[config.mk]
export PLATFORM = sky130hd
export DESIGN_NAME = nas_vram_arb
export DESIGN_NICKNAME = d
export VERILOG_FILES = /design/src/rtl/nas_vram_arb.sv
export SDC_FILE = /design/constraint.sdc
export NUM_CORES = 1
export LEC_CHECK = 0
export ABC_AREA = 0
export CAP_MARGIN = 25
export CELL_PAD_IN_SITES_DETAIL_PLACEMENT = 0
export CELL_PAD_IN_SITES_GLOBAL_PLACEMENT = 2
export CORE_ASPECT_RATIO = 1.25
export CORE_MARGIN = 3
export CORE_UTILIZATION = 33
export CTS_BUF_LIST = sky130_fd_sc_hd__clkbuf_8
export DETAILED_ROUTE_END_ITERATION = 16
export PLACE_DENSITY = 0.89
export REMOVE_ABC_BUFFERS = 1
export SYNTH_ARGS = -nofsm -noshare
export SYNTH_HDL_FRONTEND = slang
export SYNTH_SLANG_ARGS = --single-unit
[constraint.sdc]
create_clock -name clk -period 3.5 [get_ports clk]
set_input_delay 0.525 -clock clk [delete_from_list [all_inputs] [get_ports clk]]
set_output_delay 0.525 -clock clk [all_outputs]
set_load 0.02 [all_outputs]
[src/rtl/nas_vram_arb.sv]
`default_nettype none
// ============================================================================
// Module      : nas_vram_arb
// Description : NASCOM 1 video RAM arbiter. The video fetch engine has
//               priority; the Z80 is held off with WAIT, and a starvation
//               counter lets it win once it has waited long enough.
// Revision    : 1.0 - initial release
// ============================================================================
module nas_vram_arb #(
    parameter int MAX_WAIT = 6,
    parameter int AW       = 10
) (
    input  logic          clk,
    input  logic          reset_n,
    input  logic          vdusel_n,
    input  logic          rd_n,
    input  logic          wr_n,
    input  logic [AW-1:0] cpu_a,
    input  logic [7:0]    cpu_d,
    output logic [7:0]    cpu_q,
    output logic          wait_n,
    input  logic          vid_req,
    input  logic [AW-1:0] vid_a,
    output logic [7:0]    vid_q,
    output logic          vid_ack,
    output logic          vid_ovf,
    output logic [AW-1:0] ram_a,
    output logic [7:0]    ram_d,
    output logic          ram_we,
    input  logic [7:0]    ram_q
);

    localparam logic [3:0] c_max_wait = 4'(MAX_WAIT);

    typedef enum logic [2:0] {
        S_IDLE = 3'd0,
        S_VRD  = 3'd1,
        S_VCAP = 3'd2,
        S_CRD  = 3'd3,
        S_CCAP = 3'd4,
        S_CWR  = 3'd5
    } state_t;

    state_t        r_state;
    state_t        w_state_nxt;

    logic          r_vid_pend;
    logic [AW-1:0] r_vid_addr;
    logic          r_cpu_pend;
    logic          r_cpu_done;
    logic          r_cpu_wr;
    logic [AW-1:0] r_cpu_addr;
    logic [7:0]    r_cpu_data;
    logic [3:0]    r_starve_cnt;

    logic [7:0]    r_cpu_q;
    logic          r_wait_n;
    logic [7:0]    r_vid_q;
    logic          r_vid_ack;
    logic          r_vid_ovf;
    logic [AW-1:0] r_ram_a;
    logic [7:0]    r_ram_d;
    logic          r_ram_we;

    logic          w_cpu_act;
    logic          w_cpu_win;
    logic          w_cpu_busy;
    logic          w_cpu_grant;
    logic          w_cpu_complete;

    assign w_cpu_act      = !vdusel_n && (!rd_n || !wr_n);
    assign w_cpu_win      = r_cpu_pend && (r_starve_cnt >= c_max_wait);
    assign w_cpu_busy     = (r_state == S_CRD) || (r_state == S_CCAP) || (r_state == S_CWR);
    assign w_cpu_grant    = (r_state == S_IDLE) && ((w_state_nxt == S_CRD) || (w_state_nxt == S_CWR));
    assign w_cpu_complete = (r_state == S_CCAP) || (r_state == S_CWR);

    always_comb begin
        w_state_nxt = r_state;
        case (r_state)
            S_IDLE: begin
                if (r_vid_pend && !w_cpu_win)
                    w_state_nxt = S_VRD;
                else if (r_cpu_pend && !r_cpu_wr)
                    w_state_nxt = S_CRD;
                else if (r_cpu_pend)
                    w_state_nxt = S_CWR;
            end
            S_VRD:   w_state_nxt = S_VCAP;
            S_VCAP:  w_state_nxt = S_IDLE;
            S_CRD:   w_state_nxt = S_CCAP;
            S_CCAP:  w_state_nxt = S_IDLE;
            S_CWR:   w_state_nxt = S_IDLE;
            default: w_state_nxt = S_IDLE;
        endcase
    end

    always_ff @(posedge clk) begin
        if (!reset_n) begin
            r_state      <= S_IDLE;
            r_vid_pend   <= 1'b0;
            r_vid_addr   <= '0;
            r_cpu_pend   <= 1'b0;
            r_cpu_done   <= 1'b0;
            r_cpu_wr     <= 1'b0;
            r_cpu_addr   <= '0;
            r_cpu_data   <= '0;
            r_starve_cnt <= '0;
            r_cpu_q      <= '0;
            r_wait_n     <= 1'b1;
            r_vid_q      <= '0;
            r_vid_ack    <= 1'b0;
            r_vid_ovf    <= 1'b0;
            r_ram_a      <= '0;
            r_ram_d      <= '0;
            r_ram_we     <= 1'b0;
        end else begin
            r_state   <= w_state_nxt;
            r_vid_ack <= 1'b0;
            r_ram_we  <= 1'b0;

            // A request landing while one is still pending overwrites the address.
            if (vid_req) begin
                r_vid_pend <= 1'b1;
                r_vid_addr <= vid_a;
                if (r_vid_pend)
                    r_vid_ovf <= 1'b1;
            end else if (r_state == S_VRD) begin
                r_vid_pend <= 1'b0;
            end

            // RAM address is registered on grant so ram_q is ready in the CAP cycle.
            if (r_state == S_IDLE && w_state_nxt == S_VRD)
                r_ram_a <= vid_req ? vid_a : r_vid_addr;
            if (w_cpu_grant)
                r_ram_a <= r_cpu_addr;
            if (r_state == S_IDLE && w_state_nxt == S_CWR) begin
                r_ram_d  <= r_cpu_data;
                r_ram_we <= 1'b1;
            end

            if (r_state == S_VCAP) begin
                r_vid_q   <= ram_q;
                r_vid_ack <= 1'b1;
            end
            if (r_state == S_CCAP)
                r_cpu_q <= ram_q;

            if (w_cpu_act && !r_cpu_done && !r_cpu_pend) begin
                r_cpu_pend <= 1'b1;
                r_cpu_addr <= cpu_a;
                r_cpu_data <= cpu_d;
                r_cpu_wr   <= !wr_n;
                r_wait_n   <= 1'b0;
            end else if (w_cpu_complete) begin
                r_cpu_pend <= 1'b0;
                r_wait_n   <= 1'b1;
            end

            if (w_cpu_complete)
                r_cpu_done <= 1'b1;
            else if (!w_cpu_act)
                r_cpu_done <= 1'b0;

            if (w_cpu_grant)
                r_starve_cnt <= '0;
            else if (r_cpu_pend && !w_cpu_busy && r_starve_cnt != 4'hF)
                r_starve_cnt <= r_starve_cnt + 4'd1;
        end
    end

    assign cpu_q   = r_cpu_q;
    assign wait_n  = r_wait_n;
    assign vid_q   = r_vid_q;
    assign vid_ack = r_vid_ack;
    assign vid_ovf = r_vid_ovf;
    assign ram_a   = r_ram_a;
    assign ram_d   = r_ram_d;
    assign ram_we  = r_ram_we;

endmodule
`default_nettype wire

==> results of run 1 <==
==> state kept, by name, summed over array words and instances, names as in the netlist <==
signal and flops:
r_cpu_pend 1, r_vid_pend 1, r_cpu_addr 10, r_starve_cnt 4, ram_a 10, cpu_q 8
r_state 3, wait_n 1, r_vid_addr 10, vid_q 8, vid_ack 1, r_cpu_wr 1
ram_we 1, r_cpu_done 1, ram_d 8, vid_ovf 1, r_cpu_data 8
==> layer usage <==
layer / share of wire (%) / GRT usage, %
met1: 43 / 15.9
met2: 52 / 24.8
met3: 2.8 / 2.57
met4: 1.6 / 5.95
met5: 0 / 0
==> cell families after synthesis <==
| family | count (synthesis) |
|---|---|
| compound gates | 64 |
| xor+xnor | 1 |
| fa+ha+maj | 2 |
| buf+inv | 22 |
| flops | 77 |
| mux | 36 |
| simple gates | 111 |
==> per-stage QoR <==
stage	std cells	instance area, um2	total power [W]
floorplan	293	2940	0.00110
global placement	495	3910	0.00124
detailed placement	495	3910	0.00124
CTS	511	4150	0.00206
global route	511	4150	0.00212
finish	511	4150	0.00204
==> cell type report <==
| type | instances | share of cell area [%] |
|---|---|---|
| clock buffer | 10 | 3.31 |
| clock inverter | 6 | 2.65 |
| inverter | 2 | 0.181 |
| multi-input combinational | 214 | 33.7 |
| sequential | 77 | 37.1 |
| tap | 120 | 3.62 |
| timing repair buffer | 82 | 19.5 |
==> final timing paths <==
| path | depth (start not counted) | start | to | slack (ns) |
|---|---|---|---|---|
| max | 5 | wr_n | r_cpu_addr[5]$_SDFFE_PN0P_ | 1.53 |
| min | 2 | r_cpu_addr[6]$_SDFFE_PN0P_ | r_cpu_addr[6]$_SDFFE_PN0P_ | 0.47 |
| min reg2reg | 2 | r_cpu_addr[6]$_SDFFE_PN0P_ | r_cpu_addr[6]$_SDFFE_PN0P_ | 0.47 |
| max reg2reg | 6 | r_starve_cnt[0]$_SDFFE_PP0P_ | r_starve_cnt[3]$_SDFFE_PP0P_ | 1.64 |
==> worst max-delay path, delay by kind of cell <==
kind,cells,cell delay [ns]
compound gates,2,0.43
buf+inv,1,0.42
simple gates,2,0.85
==> power breakdown <==
part	switching [W]	internal, W
Combinational	0.000129	0.000135
Sequential	0.0000318	0.000922
Clock	0.000324	0.000493
==> cells in the final DEF, fill, tap and decap left out, drive strengths merged <==
cell	count
a21boi	28
a21oi	5
and2	12
buf	4
bufinv	3
clkbuf	10
clkdlybuf4s50	78
clkinvlp	1
dfxtp	77
ha	2
inv	4
mux2	9
mux2i	27
nand2	51
nand2b	4
nand3	12
nor2	8
nor2b	20
nor3	2
nor3b	1
o2111ai	3
o211a	2
o211ai	1
o21a	2
o21ai	21
o21ba	1
o31ai	1
or2	1
xnor2	1
==> run metrics, run 1 <==
status complete, no violations; DR vias 2,367; cell area after synthesis 3050 um2; post_cts resized 0; fraction of the mapped netlist area in simple logic gates 17.8%; post-DP HPWL 4780 um; first drt pass iteration count 5; Worst Clk Skew 0.0101 ns; slowest stage delay, CP 0.71 ns; Final period util 56.2%; WS Path Type in -> reg; #FFs+latches synth 77; maximum vdd drop 0.000282 V; crit path cell chain clkdlybuf4s50_1 -> a21oi_1 -> and2_1 -> nand2_1 -> a21boi_0; FFs w/ async S/R, synth 0%; GP Congestion 0.693; Pleak 1.60 nW; most frequent cell after synthesis dfxtp_1; drt initial violations 85; number of global-route vias before repair 2,292; GRT Total Usage 13.8%; Rows 38; Arr. time, crit path 2.24 ns; Avg Cell Area, Syn 9.74 um2; area of the multi-input gates 1400 um2; ys flop type dfxtp_1; Mapped Cells 313; Clock transition at path regs 0.08 ns; post-synthesis adder-cell area fraction 0.821%; postcts setup bufs 0; startpoint types input port; Ant. Diodes 0; largest family of logic cells by synthesized area simple AND/OR/NAND/NOR gates; share of post-route cells with drive strength above 1 9.21%; setup repair after global routing missed its margin no; CP required 3.77 ns; antenna violations before repair 0; power density over the cells 490 nW/um2; area leader, netlist dfxtp_1; Avg WL per Cell 13.8 um; Area Growth Syn to Fin 36.2%; final net count 430; core footprint 8840 um2; clock sinks 77; worst setup margin 1.53 ns; grt ovf 0; worst-path cell with the longest stage delay and2_1; final hold viol count 0; Crit Path Max Fanout 21; most instantiated cells after synthesis dfxtp_1 (77), nand2_1 (50), a21boi_0 (28); Detail Route Antenna Nets 0; TNS Setup 0 ns; final wirelength 7030 um; H-tree levels 3; die height 113 um; die width 92.0 um; Setup-failing EPs final 0; fin crit period 1.97 ns; port bufs 79; Clock Tree Buf Depth 2; CP Capture Type flop; Yosys top cell area share 50.6%; CTS root buf clkbuf_8; post-layout util 47.0%; Starting Density 34.5%; DIE AREA 10,400 um2; Seq/Total Area, Yosys 50.6%; DRC 0; worst slew pin tran 1.03 ns; Hold-fix buffers, CTS 0; largest net degree at the start of global routing 40; Slew Limit Fails 0; Top Ports 80; Post-synth EDFFs 0; total area of sequential cells 1540 um2; fillcell total 874; first-pass GRT wire length 11,400 um; HP Class reg -> reg; Synth cell types 36; Place WS 1.12 ns; CTS tree done; Max Clk Rate 508 MHz; WHS 0.465 ns; CTS Buf Count 9; Warnings, synthesis 0; Synth area leaders dfxtp_1 (51%), mux2i_1 (8.9%), a21boi_0 (6.9%); Rel. slew slack 31.3%; Synth Area in Compound Gates 14.6%; max-cap viol count 0; mux share of post-synthesis cell area 12.2%; Skew-Pair Late Insertion Delay 0.34 ns; via/cell ratio 4.63; XOR/XNOR Fraction of Synth Area 0.287%
Power figures use the tool's default switching activity.
==> run 2, diff against run 1 <==
Settings changed: CORE_UTILIZATION 33 to 27, PLACE_DENSITY 0.89 to 0.78.
Clock period 3.5 ns to 1.7 ns, I/O delays scaled along.
==> run 2 against run 1 <==
Utilization down 7.0 points. Sequential cell count unchanged. Clock power up 110%. Hold slack worse by 0.11 ns. First-iteration DRC count down 31%. Total power up 110%. Wire length up 4.6%. Largest cell class unchanged.
==> run metrics, run 2 (synthesized netlist as in run 1, its figures left out) <==
status complete, no violations; DR WL met2 3710 um; die height 125 um; cell family with most CP delay compound AO/OA/AOI/OAI gates; NetSw 0.000996 W; Clock power frac 40.5%; maximum vdd drop 0.000375 V; Clock Tree Buf Depth 2; postcts setup bufs 0; area of the multi-input gates 1420 um2; worst slew pin tran 0.460 ns; CP Buf/Inv Count 2; Clock transition at path regs 0.08 ns; H-tree levels 3; Arr. time, crit path 1.83 ns; Top Ports 80; Starting Density 28.2%; most common cell after layout, fill and taps aside clkdlybuf4s50_1; antenna violations before repair 0; startpoint types flop; net switching fraction of the power 23.2%; Ant. Diodes 0; grt ovf 0; Pint 0.00331 W; WS Path Type reg -> reg; share of post-route cells with drive strength above 1 12.9%; worst setup margin 0.112 ns; metal3 WL 271 um; share of total power in sequential cells 45.6%; Crit Path Max Fanout 5; core footprint 10,800 um2; CP Capture Type flop; Slew Limit Fails 0; power density over the cells 993 nW/um2; CTS tree done; Detail Route Antenna Nets 0; Worst Clk Skew 0.00584 ns; clock sinks 77; Combinational Power Share 14.0%; port bufs 79; via/cell ratio 4.50; fillcell total 1,078; GP Congestion 0.687; final hold viol count 0; HP Class in -> reg; Pleak 1.68 nW; Area Growth Syn to Fin 42.1%; number of global-route vias before repair 2,440; Avg WL per Cell 13.8 um; Hold-fix buffers, CTS 0; largest net degree at the start of global routing 25; final wirelength 7350 um; final net count 441; commonest non-fill, non-tap cells in the layout clkdlybuf4s50_1 (78), dfxtp_1 (76), nand2_1 (50), a21boi_0 (28), mux2i_1 (27); crit path cell chain inv_2 -> ha_1 -> o21a_2 -> o2111ai_4 -> buf_6 -> mux2i_1 -> nor2b_1; Final period util 93.4%; highest metal used met4; CP required 1.94 ns; drt initial violations 59; CTS root buf clkbuf_8; Place WS 0.00241 ns; Rows 42; die width 101 um; slowest stage delay, CP 0.35 ns; DR vias 2,402; DIE AREA 12,600 um2; Met1 Wirelength 3210 um; DRC 0; first-pass GRT wire length 12,000 um; TNS Setup 0 ns; worst-path cell with the longest stage delay dfxtp_2; Max Clk Rate 630 MHz; CTS Buf Count 9; Skew-Pair Late Insertion Delay 0.35 ns; fin crit period 1.59 ns; post-DP HPWL 5180 um; Rel. slew slack 69.2%; GRT Total Usage 12.2%; post-layout util 40.0%; max-cap viol count 0; total area of sequential cells 1540 um2; Setup-failing EPs final 0; WHS 0.360 ns; first drt pass iteration count 4
## run 2: cell types whose count changed in the layout (fill, tap and decap cells not counted), sizes merged
| cell | before | now |
|---|---|---|
| buf | 4 | 15 |
| clkbuf | 10 | 12 |
| clkinvlp | 1 | 0 |
| inv | 4 | 3 |
## run 2: timing repair
action                                 4_1_cts  5_1_grt
setup endpoints to repair                    5       11
endpoints found under the hold margin        0        0
gates resized for setup                      1        7
pin swaps                                    0        2
## run 2: final timing paths
path / start / endpoint / slack, ns / cells past startpoint
worst max-delay path: r_starve_cnt[0]$_SDFFE_PP0P_ / ram_d[5]$_SDFFE_PN0P_ / 0.11 / 7
worst min-delay path: reset_n / r_cpu_data[3]$_SDFFE_PN0P_ / 0.36 / 2
worst min register to register: r_cpu_addr[7]$_SDFFE_PN0P_ / r_cpu_addr[7]$_SDFFE_PN0P_ / 0.46 / 2
worst max register to register: r_starve_cnt[0]$_SDFFE_PP0P_ / ram_d[5]$_SDFFE_PN0P_ / 0.11 / 7
## run 2: per-layer routing
layer	up-vias	track usage, %
li1	1234	-
met1	1113	14.4
met2	40	20.6
met3	15	2.41
met4	0	6.34
met5	-	0
## run 2: final cells by class
cell class | instances | share of cell area, %
inverter | 2 | 0.173
clock buffer | 12 | 3.81
tap | 132 | 3.81
multi-input combinational | 214 | 32.8
timing repair buffer | 93 | 21.6
sequential | 77 | 35.6
clock inverter | 4 | 2.17
## run 2: power groups by stage
stage / logic (W) / clock network, W / registers (W)
4_1_cts: 0.000610 / 0.00180 / 0.00196
3_3_place_gp: 0.000602 / 0 / 0.00200
6_report: 0.000601 / 0.00174 / 0.00196
5_1_grt: 0.000659 / 0.00187 / 0.00198
3_5_place_dp: 0.000607 / 0 / 0.00200
2_1_floorplan: 0.000228 / 0 / 0.00204
## run 2: stage by stage
step / std cells / instance area [um2] / total power [W]
floorplan: 293 / 2940 / 0.00227
global placement: 518 / 4040 / 0.00260
detailed placement: 518 / 4040 / 0.00261
CTS: 534 / 4310 / 0.00436
global route: 534 / 4330 / 0.00451
finish: 534 / 4330 / 0.00430
